`config.mk`:
```
export PLATFORM = sky130hd
export DESIGN_NAME = phy_rst_seq_flat
export DESIGN_NICKNAME = d
export VERILOG_FILES = /design/src/rtl/phy_rst_seq_if.sv /design/src/rtl/phy_rst_seq.sv /design/src/flat_wrapper.sv
export SDC_FILE = /design/constraint.sdc
export NUM_CORES = 1
export LEC_CHECK = 0
export ABC_CLOCK_PERIOD_IN_PS = 3500
export CAP_MARGIN = 0
export CORE_ASPECT_RATIO = 1.25
export CORE_MARGIN = 3
export CORE_UTILIZATION = 50
export CTS_BUF_LIST = sky130_fd_sc_hd__clkbuf_4 sky130_fd_sc_hd__clkbuf_8
export DETAILED_ROUTE_END_ITERATION = 6
export MAX_ROUTING_LAYER = met4
export PLACE_DENSITY = 0.65
export SYNTH_ARGS = -nofsm -noshare
export SYNTH_HDL_FRONTEND = slang
export SYNTH_SLANG_ARGS = --single-unit
```
`constraint.sdc`:
```
create_clock -name sys_clk -period 3.5 [get_ports sys_clk]
set_input_delay 0.525 -clock sys_clk [delete_from_list [all_inputs] [get_ports sys_clk]]
set_output_delay 0.525 -clock sys_clk [all_outputs]
set_load 0.005 [all_outputs]
```
`src/rtl/phy_rst_seq_if.sv`:
```
// Management/port-control bundle for the PHY/MAC reset sequencer.
// The sequencer takes the slave side; the management agent drives the master side.
interface phy_rst_seq_if;
    logic soft_rst_req;
    logic soft_rst_ack;
    logic phy_rstn;
    logic mac_rstn;
    logic ready;

    modport master (
        output soft_rst_req,
        input  soft_rst_ack,
        input  phy_rstn,
        input  mac_rstn,
        input  ready
    );

    modport slave (
        input  soft_rst_req,
        output soft_rst_ack,
        output phy_rstn,
        output mac_rstn,
        output ready
    );
endinterface

```
`src/rtl/phy_rst_seq.sv`:
```
// PHY/MAC reset sequencer: holds the PHY in reset, waits for it to settle,
// releases the MAC, then reports ready. Management can re-run the sequence
// from RUN with a level request, acknowledged by a single-cycle pulse.
module phy_rst_seq #(
    parameter int RST_CYC  = 16,
    parameter int WAIT_CYC = 32,
    parameter int CNT_W    = 16
) (
    input  logic          sys_clk,
    input  logic          rst,
    phy_rst_seq_if.slave  ctl
);

    // Reject parameter sets the counter cannot represent or that give a zero-length state.
    if (RST_CYC < 1) begin : g_bad_rst_cyc
        $error("phy_rst_seq: RST_CYC must be >= 1");
    end
    if (WAIT_CYC < 1) begin : g_bad_wait_cyc
        $error("phy_rst_seq: WAIT_CYC must be >= 1");
    end
    if (CNT_W < 1 || CNT_W > 31) begin : g_bad_cnt_w
        $error("phy_rst_seq: CNT_W must be in 1..31");
    end
    if (((RST_CYC - 1) >> CNT_W) != 0) begin : g_rst_cyc_fit
        $error("phy_rst_seq: RST_CYC-1 does not fit in CNT_W bits");
    end
    if (((WAIT_CYC - 1) >> CNT_W) != 0) begin : g_wait_cyc_fit
        $error("phy_rst_seq: WAIT_CYC-1 does not fit in CNT_W bits");
    end

    localparam logic [CNT_W-1:0] RST_LAST  = CNT_W'(RST_CYC - 1);
    localparam logic [CNT_W-1:0] WAIT_LAST = CNT_W'(WAIT_CYC - 1);

    typedef enum logic [1:0] {
        HOLD = 2'd0,
        WAIT = 2'd1,
        REL  = 2'd2,
        RUN  = 2'd3
    } state_t;

    state_t           state;
    logic [CNT_W-1:0] cnt;
    logic             phy_rstn_q;
    logic             mac_rstn_q;
    logic             ready_q;
    logic             ack_q;

    // Sequencer FSM; every output is a register so nothing leaks combinationally from inputs.
    always_ff @(posedge sys_clk) begin
        if (rst) begin
            state      <= HOLD;
            cnt        <= '0;
            phy_rstn_q <= 1'b0;
            mac_rstn_q <= 1'b0;
            ready_q    <= 1'b0;
            ack_q      <= 1'b0;
        end else begin
            ack_q <= 1'b0;
            case (state)
                HOLD: begin
                    if (cnt == RST_LAST) begin
                        cnt        <= '0;
                        phy_rstn_q <= 1'b1;
                        state      <= WAIT;
                    end else begin
                        cnt <= cnt + CNT_W'(1);
                    end
                end
                WAIT: begin
                    if (cnt == WAIT_LAST) begin
                        cnt        <= '0;
                        mac_rstn_q <= 1'b1;
                        state      <= REL;
                    end else begin
                        cnt <= cnt + CNT_W'(1);
                    end
                end
                REL: begin
                    ready_q <= 1'b1;
                    state   <= RUN;
                end
                RUN: begin
                    cnt <= '0;
                    // A request is only honoured once the port is fully up.
                    if (ctl.soft_rst_req) begin
                        ack_q      <= 1'b1;
                        ready_q    <= 1'b0;
                        mac_rstn_q <= 1'b0;
                        phy_rstn_q <= 1'b0;
                        state      <= HOLD;
                    end
                end
                default: begin
                    state      <= HOLD;
                    cnt        <= '0;
                    phy_rstn_q <= 1'b0;
                    mac_rstn_q <= 1'b0;
                    ready_q    <= 1'b0;
                end
            endcase
        end
    end

    assign ctl.phy_rstn     = phy_rstn_q;
    assign ctl.mac_rstn     = mac_rstn_q;
    assign ctl.ready        = ready_q;
    assign ctl.soft_rst_ack = ack_q;

endmodule

```
`src/flat_wrapper.sv`:
```
// flat-port wrapper written by rule: the top's interface ports become plain ports
module phy_rst_seq_flat 
#(
    parameter int RST_CYC  = 16,
    parameter int WAIT_CYC = 32,
    parameter int CNT_W    = 16
)
  (sys_clk, rst, ctl_soft_rst_req, ctl_soft_rst_ack, ctl_phy_rstn, ctl_mac_rstn, ctl_ready);
  phy_rst_seq_if ctl_i ();
  input  logic sys_clk;
  input  logic rst;
  input wire logic [$bits(ctl_i.soft_rst_req)-1:0] ctl_soft_rst_req;
  output wire logic [$bits(ctl_i.soft_rst_ack)-1:0] ctl_soft_rst_ack;
  output wire logic [$bits(ctl_i.phy_rstn)-1:0] ctl_phy_rstn;
  output wire logic [$bits(ctl_i.mac_rstn)-1:0] ctl_mac_rstn;
  output wire logic [$bits(ctl_i.ready)-1:0] ctl_ready;
  assign ctl_i.soft_rst_req = ctl_soft_rst_req;
  assign ctl_soft_rst_ack = ctl_i.soft_rst_ack;
  assign ctl_phy_rstn = ctl_i.phy_rstn;
  assign ctl_mac_rstn = ctl_i.mac_rstn;
  assign ctl_ready = ctl_i.ready;
  phy_rst_seq #(.RST_CYC(RST_CYC), .WAIT_CYC(WAIT_CYC), .CNT_W(CNT_W)) u_core (.sys_clk(sys_clk), .rst(rst), .ctl(ctl_i));
endmodule
```
After elaboration in Yosys (flattened, before gate mapping)

Cells that the tools add are included.

Register bits: 22
Input port bits: 3
Logic and storage cells: 40

Add/subtract/negate cells: 1
Equal/unequal tests: 8
Mux-type cells: 14
Bitwise gates (word level): 1
Reduce and logical (&&, ||, !) cells: 10

Operator list:

| kind                                                             | count |
|---|---|
| 16-bit case mux with 3 select lines                              | 1 |
| 16-bit 2-to-1 mux                                                | 2 |
| 16-bit by 1-bit adder with 16-bit output, second input constant  | 1 |
| 16-bit by 4-bit == test with 1-bit output, second input constant | 1 |
| 16-bit by 5-bit == test with 1-bit output, second input constant | 1 |
| 3-bit AND reduction                                              | 3 |
| 2-bit case mux with 4 select lines                               | 1 |
| 2-bit 2-to-1 mux                                                 | 3 |
| 1-bit case mux with 2 select lines                               | 3 |
| 2-bit nonzero test                                               | 3 |
| 2-bit == test, second input constant                             | 2 |
| 1-bit 2-to-1 mux                                                 | 4 |
| 2-bit by 1-bit != test with 1-bit output, second input constant  | 2 |
| 3-bit nonzero test                                               | 1 |
| 2-bit by 1-bit == test with 1-bit output, second input constant  | 1 |
| 2-bit logical NOT                                                | 1 |
| 2-bit != test, second input constant                             | 1 |
| 2-bit AND reduction                                              | 1 |
| 2-bit OR reduction                                               | 1 |
| 1-bit NOT                                                        | 1 |

Depth between registers and ports, before layout

Depth after elaboration: 3
Gate-level depth with buffers: 8
Mapped depth without buffers: 7

Least setup slack after synthesis

OpenSTA, ideal clock, no wires.

Path type: reg2reg
From: register u_core.cnt[10]
To: register u_core.cnt[10]
Data arrival time: 1730 ps
Data required time: 3385 ps
Path slack: 1655 ps
Stages on the path, launching flop included: 7
Buffers on the path: 1
Period minus slack after synthesis: 1845 ps
Cell sequence: dfxtp_1 or4_4 nor4_4 o22ai_2 o21bai_4 buf_6 nor2_1

Word-level cells in the longest chain between the ends: 3
Elaborated cells between the ends (all ways): 6
Those cells by class: add/sub (1); eq/ne (2); mux (3)

Ends and longest elaborated chain:

| what                                                                   | RTL line                             | text |
|---|---|---|
| start, declared                                                        | phy_rst_seq.sv:42                    | `logic [CNT_W-1:0] cnt;` |
| start signal, assigned                                                 | phy_rst_seq.sv:66                    | `cnt <= cnt + CNT_W'(1);` |
| start signal, assigned                                                 | phy_rst_seq.sv:75                    | `cnt <= cnt + CNT_W'(1);` |
| 16-bit by 1-bit adder with 16-bit output, or another cell as far along | phy_rst_seq.sv:66, phy_rst_seq.sv:75 |  |
| 16-bit 2-to-1 mux, on equally long branches                            | phy_rst_seq.sv:70, phy_rst_seq.sv:61 |  |
| 16-bit case mux with 3 select lines (*)                                | phy_rst_seq.sv:59                    | `case (state)` |

Mark *: on every way between the ends. The rest lies on a longest branch, timed or not.
A chain may end at the register's enable or synchronous reset.

Worst setup path after layout

From: register u_core.state[0]
To: register u_core.cnt[13]

Word-level cells in the longest chain between the ends: 2
Elaborated cells between the ends (all ways): 5
Those cells by class: eq/ne (2); mux (1); reduce/logical (2)

Ends and longest elaborated chain:

| what                                                                             | RTL line          | text |
|---|---|---|
| start, declared                                                                  | phy_rst_seq.sv:41 | `state_t state;` |
| start signal, assigned                                                           | phy_rst_seq.sv:51 | `state <= HOLD;` |
| start signal, assigned                                                           | phy_rst_seq.sv:64 | `state <= WAIT;` |
| start signal, assigned                                                           | phy_rst_seq.sv:73 | `state <= REL;` |
| 2-bit == test, or another cell as far along                                      | phy_rst_seq.sv:59 |  |
| 16-bit case mux with 3 select lines / 3-bit nonzero test (equally long branches) | -                 |  |

Several ways; a longest one is shown, not always the timed one.

==> results by group <==
Timing
  – Final Max Slew Viols: 0
  – Fin Hold WS: 498 ps
  – Post-layout min period: 2170 ps
  – Slew Limit Headroom: 68.9%
  – Tcrit/Tclk final: 61.9%
  – Fmax: 462 MHz
  – Clock skew: 3.84 ps
  – Worst setup margin: 1330 ps
  – Final hold vios: 0
  – Slew @ Worst Pin: 462 ps
  – Setup TNS: 0 ps
  – Final setup violation count: 0
  – RSZ-0062 raised after global routing: false

Synth
  – List of most frequent post-synthesis cells: 22 x dfxtp_1, 19 x nor2_1, 10 x a21oi_1, 10 x nand2_1
  – EDFF count, synth: 0
  – Top-count cell post-synth: dfxtp_1
  – Synthesized flop and latch total: 22
  – Register area share after synthesis: 37.1%
  – Prevailing post-synth register cell: dfxtp_1
  – Mapped cell area: 1190 µm²
  – Mean Syn Cell Area: 9.00 µm²
  – Count of cell types in the netlist: 35
  – Top cell type's share of synthesized area: 37.1%
  – Top cell type by total area after synthesis: dfxtp_1
  – Syn nets: 142
  – Synthesized instance count: 132
  – Ys Warns: 0
  – Leading post-synthesis cells by cell area: dfxtp_1 37%, ha_1 7.4%, nor2_1 6.0%, xor2_1 5.2%, a21oi_1 4.2%
  – Async S/R FF share, synth: 0%

Finish
  – Fillers: 213
  – Final instance area: 1290 µm²
  – Area of the multi-input gates: 706 µm²
  – Layout cells sized above 1: 12.4%
  – Sequential Area: 440 µm²
  – Area growth, synth to finish: 8.21%
  – Diode count: 0
  – Post-route insts no fill: 168
  – # nets final: 149

Setup path
  – Worst Path Max Fanout: 11
  – WS Path Type: reg2reg
  – CP Data Arrival Time: 2360 ps
  – WP data required: 3690 ps
  – Startpoint Class: flop
  – Setup crit end kind: flop

Clocking
  – Clock sinks: 22
  – Post-CTS Hold Buffers: 0
  – Clock transition at the registers of the reported paths: 110 ps
  – Max clock buf depth: 2
  – H-tree levels: 1
  – Worst skew pair latency: 300 ps
  – CTS tree: built
  – TritonCTS Buffers: 3
  – Post-CTS Setup Repair Bufs: 0
  – Post-CTS sizing: 0
  – CTS root buf: clkbuf_4

Die
  – Area of the core: 2230 µm²
  – Total die area: 3000 µm²
  – Die Height: 60.5 µm
  – FP Rows: 19
  – Initial Util: 53.2%
  – Die width: 49.6 µm
  – # IOs: 7

GRT
  – Initial antenna violation count: 0
  – Tot GR Track Use: 15.8%
  – Total grt overflow: 0
  – First-pass GRT wire length: 3.58 mm
  – Vias in the first global route: 818
  – Largest net degree at the start of global routing: 13

Detailed routing
  – DR iter-0 viols: 22
  – Routed Antenna Nets: 0
  – DRC Markers: 0
  – DRT Wirelength: 2.02 mm
  – DRT Pass-1 Iters: 4
  – Via count: 904
  – Vias per std cell: 5.38
  – WL/cell: 12.0 µm

Power
  – Pleak: 0.446 nW
  – Maximum vdd drop: 308 µV
  – Pwr Density: 407 nW/µm²

Placed design
  – Inst Count DP: 165
  – Detailed Place HPWL: 1.50 mm
  – Post-place setup slack: 1350 ps
  – Port bufs: 6
  – Placed Instance Area: 1260 µm²
  – Gpl congestion: 0.792

Status
  – Status: finished, final reports clean

Hold path
  – Hold crit path type: reg2reg

Flow run
  – Max_cap viols: 0
-- sequential cells by signal, summed over array words and instances, names as in the netlist --
| register | flops |
|---|---|
| u_core.cnt | 16 |
| u_core.ctl.mac_rstn | 1 |
| u_core.ctl.phy_rstn | 1 |
| u_core.ctl.ready | 1 |
| u_core.ctl.soft_rst_ack | 1 |
| u_core.state | 2 |
-- routing by layer --
metal | vias to the layer above | wire length, µm | track usage, %
li1 | 470 | - | -
met1 | 421 | 942 | 18.1
met2 | 9 | 1010 | 27.4
met3 | 4 | 37 | 2.46
met4 | 0 | 31 | 7.11
met5 | - | 0 | -
-- layout make-up --
cell class              instances  share of cell area [%]
multi-input cells             101                    54.9
well taps                      31                    3.02
flip-flops and latches         22                    34.2
clock buffers                   3                    1.75
inverters                       5                    1.46
repair buffers                  6                    4.67
-- worst paths after layout --
path                            start                   to  slack, ps  cells past startpoint
hold reg to reg   u_core.ctl.mac_rstn  u_core.ctl.mac_rstn        500                      2
setup / recovery      u_core.state[0]       u_core.cnt[13]       1330                      7
setup reg to reg      u_core.state[0]       u_core.cnt[13]       1330                      7
hold / removal    u_core.ctl.mac_rstn  u_core.ctl.mac_rstn        500                      2
-- report_power, final --
| part | switching (mW) | internal (mW) | total [mW] |
|---|---|---|---|
| logic | 0.0696 | 0.0544 | 0.124 |
| clock network | 0.0716 | 0.0401 | 0.112 |
| registers | 0.0192 | 0.269 | 0.288 |
-- critical path, stage by stage (launching register included) --
cell      delay (ps)
dfxtp_1          380
inv_1            120
ha_1             360
nand4b_1         340
nor3_1           470
nand3_1          170
xor2_1           170
nor2_1            50
-- stage by stage --
stage / power (mW) / utilization [%]
3_3_place_gp: 0.416 / 56.6
4_1_cts: 0.530 / 57.6
2_1_floorplan: 0.393 / -
5_1_grt: 0.561 / 57.6
6_report: 0.523 / 57.6
3_5_place_dp: 0.418 / 56.6
-- cells by family after synthesis --
| group | after synthesis | share of synthesized area (%) |
|---|---|---|
| XOR/XNOR | 12 | 8.84 |
| AO/OA/AOI/OAI | 21 | 13.1 |
| AND/OR/NAND/NOR | 61 | 30.1 |
| flip-flops | 22 | 37.1 |
| adder cells (fa/ha/maj) | 7 | 7.37 |
| buffers and inverters | 9 | 3.58 |
-- placed cells by master (no fill, tap or decap), types with 3 or more instances in the layout --
cell,count
a21oi_1,10
clkbuf_4,3
clkdlybuf4s50_1,6
dfxtp_1,22
ha_1,7
inv_1,5
nand2_1,10
nand3_1,4
nand4_1,4
nor2_1,19
nor2b_1,4
o21ai_0,3
xnor2_1,5
xor2_1,7
(Power assumes the default switching activity.)
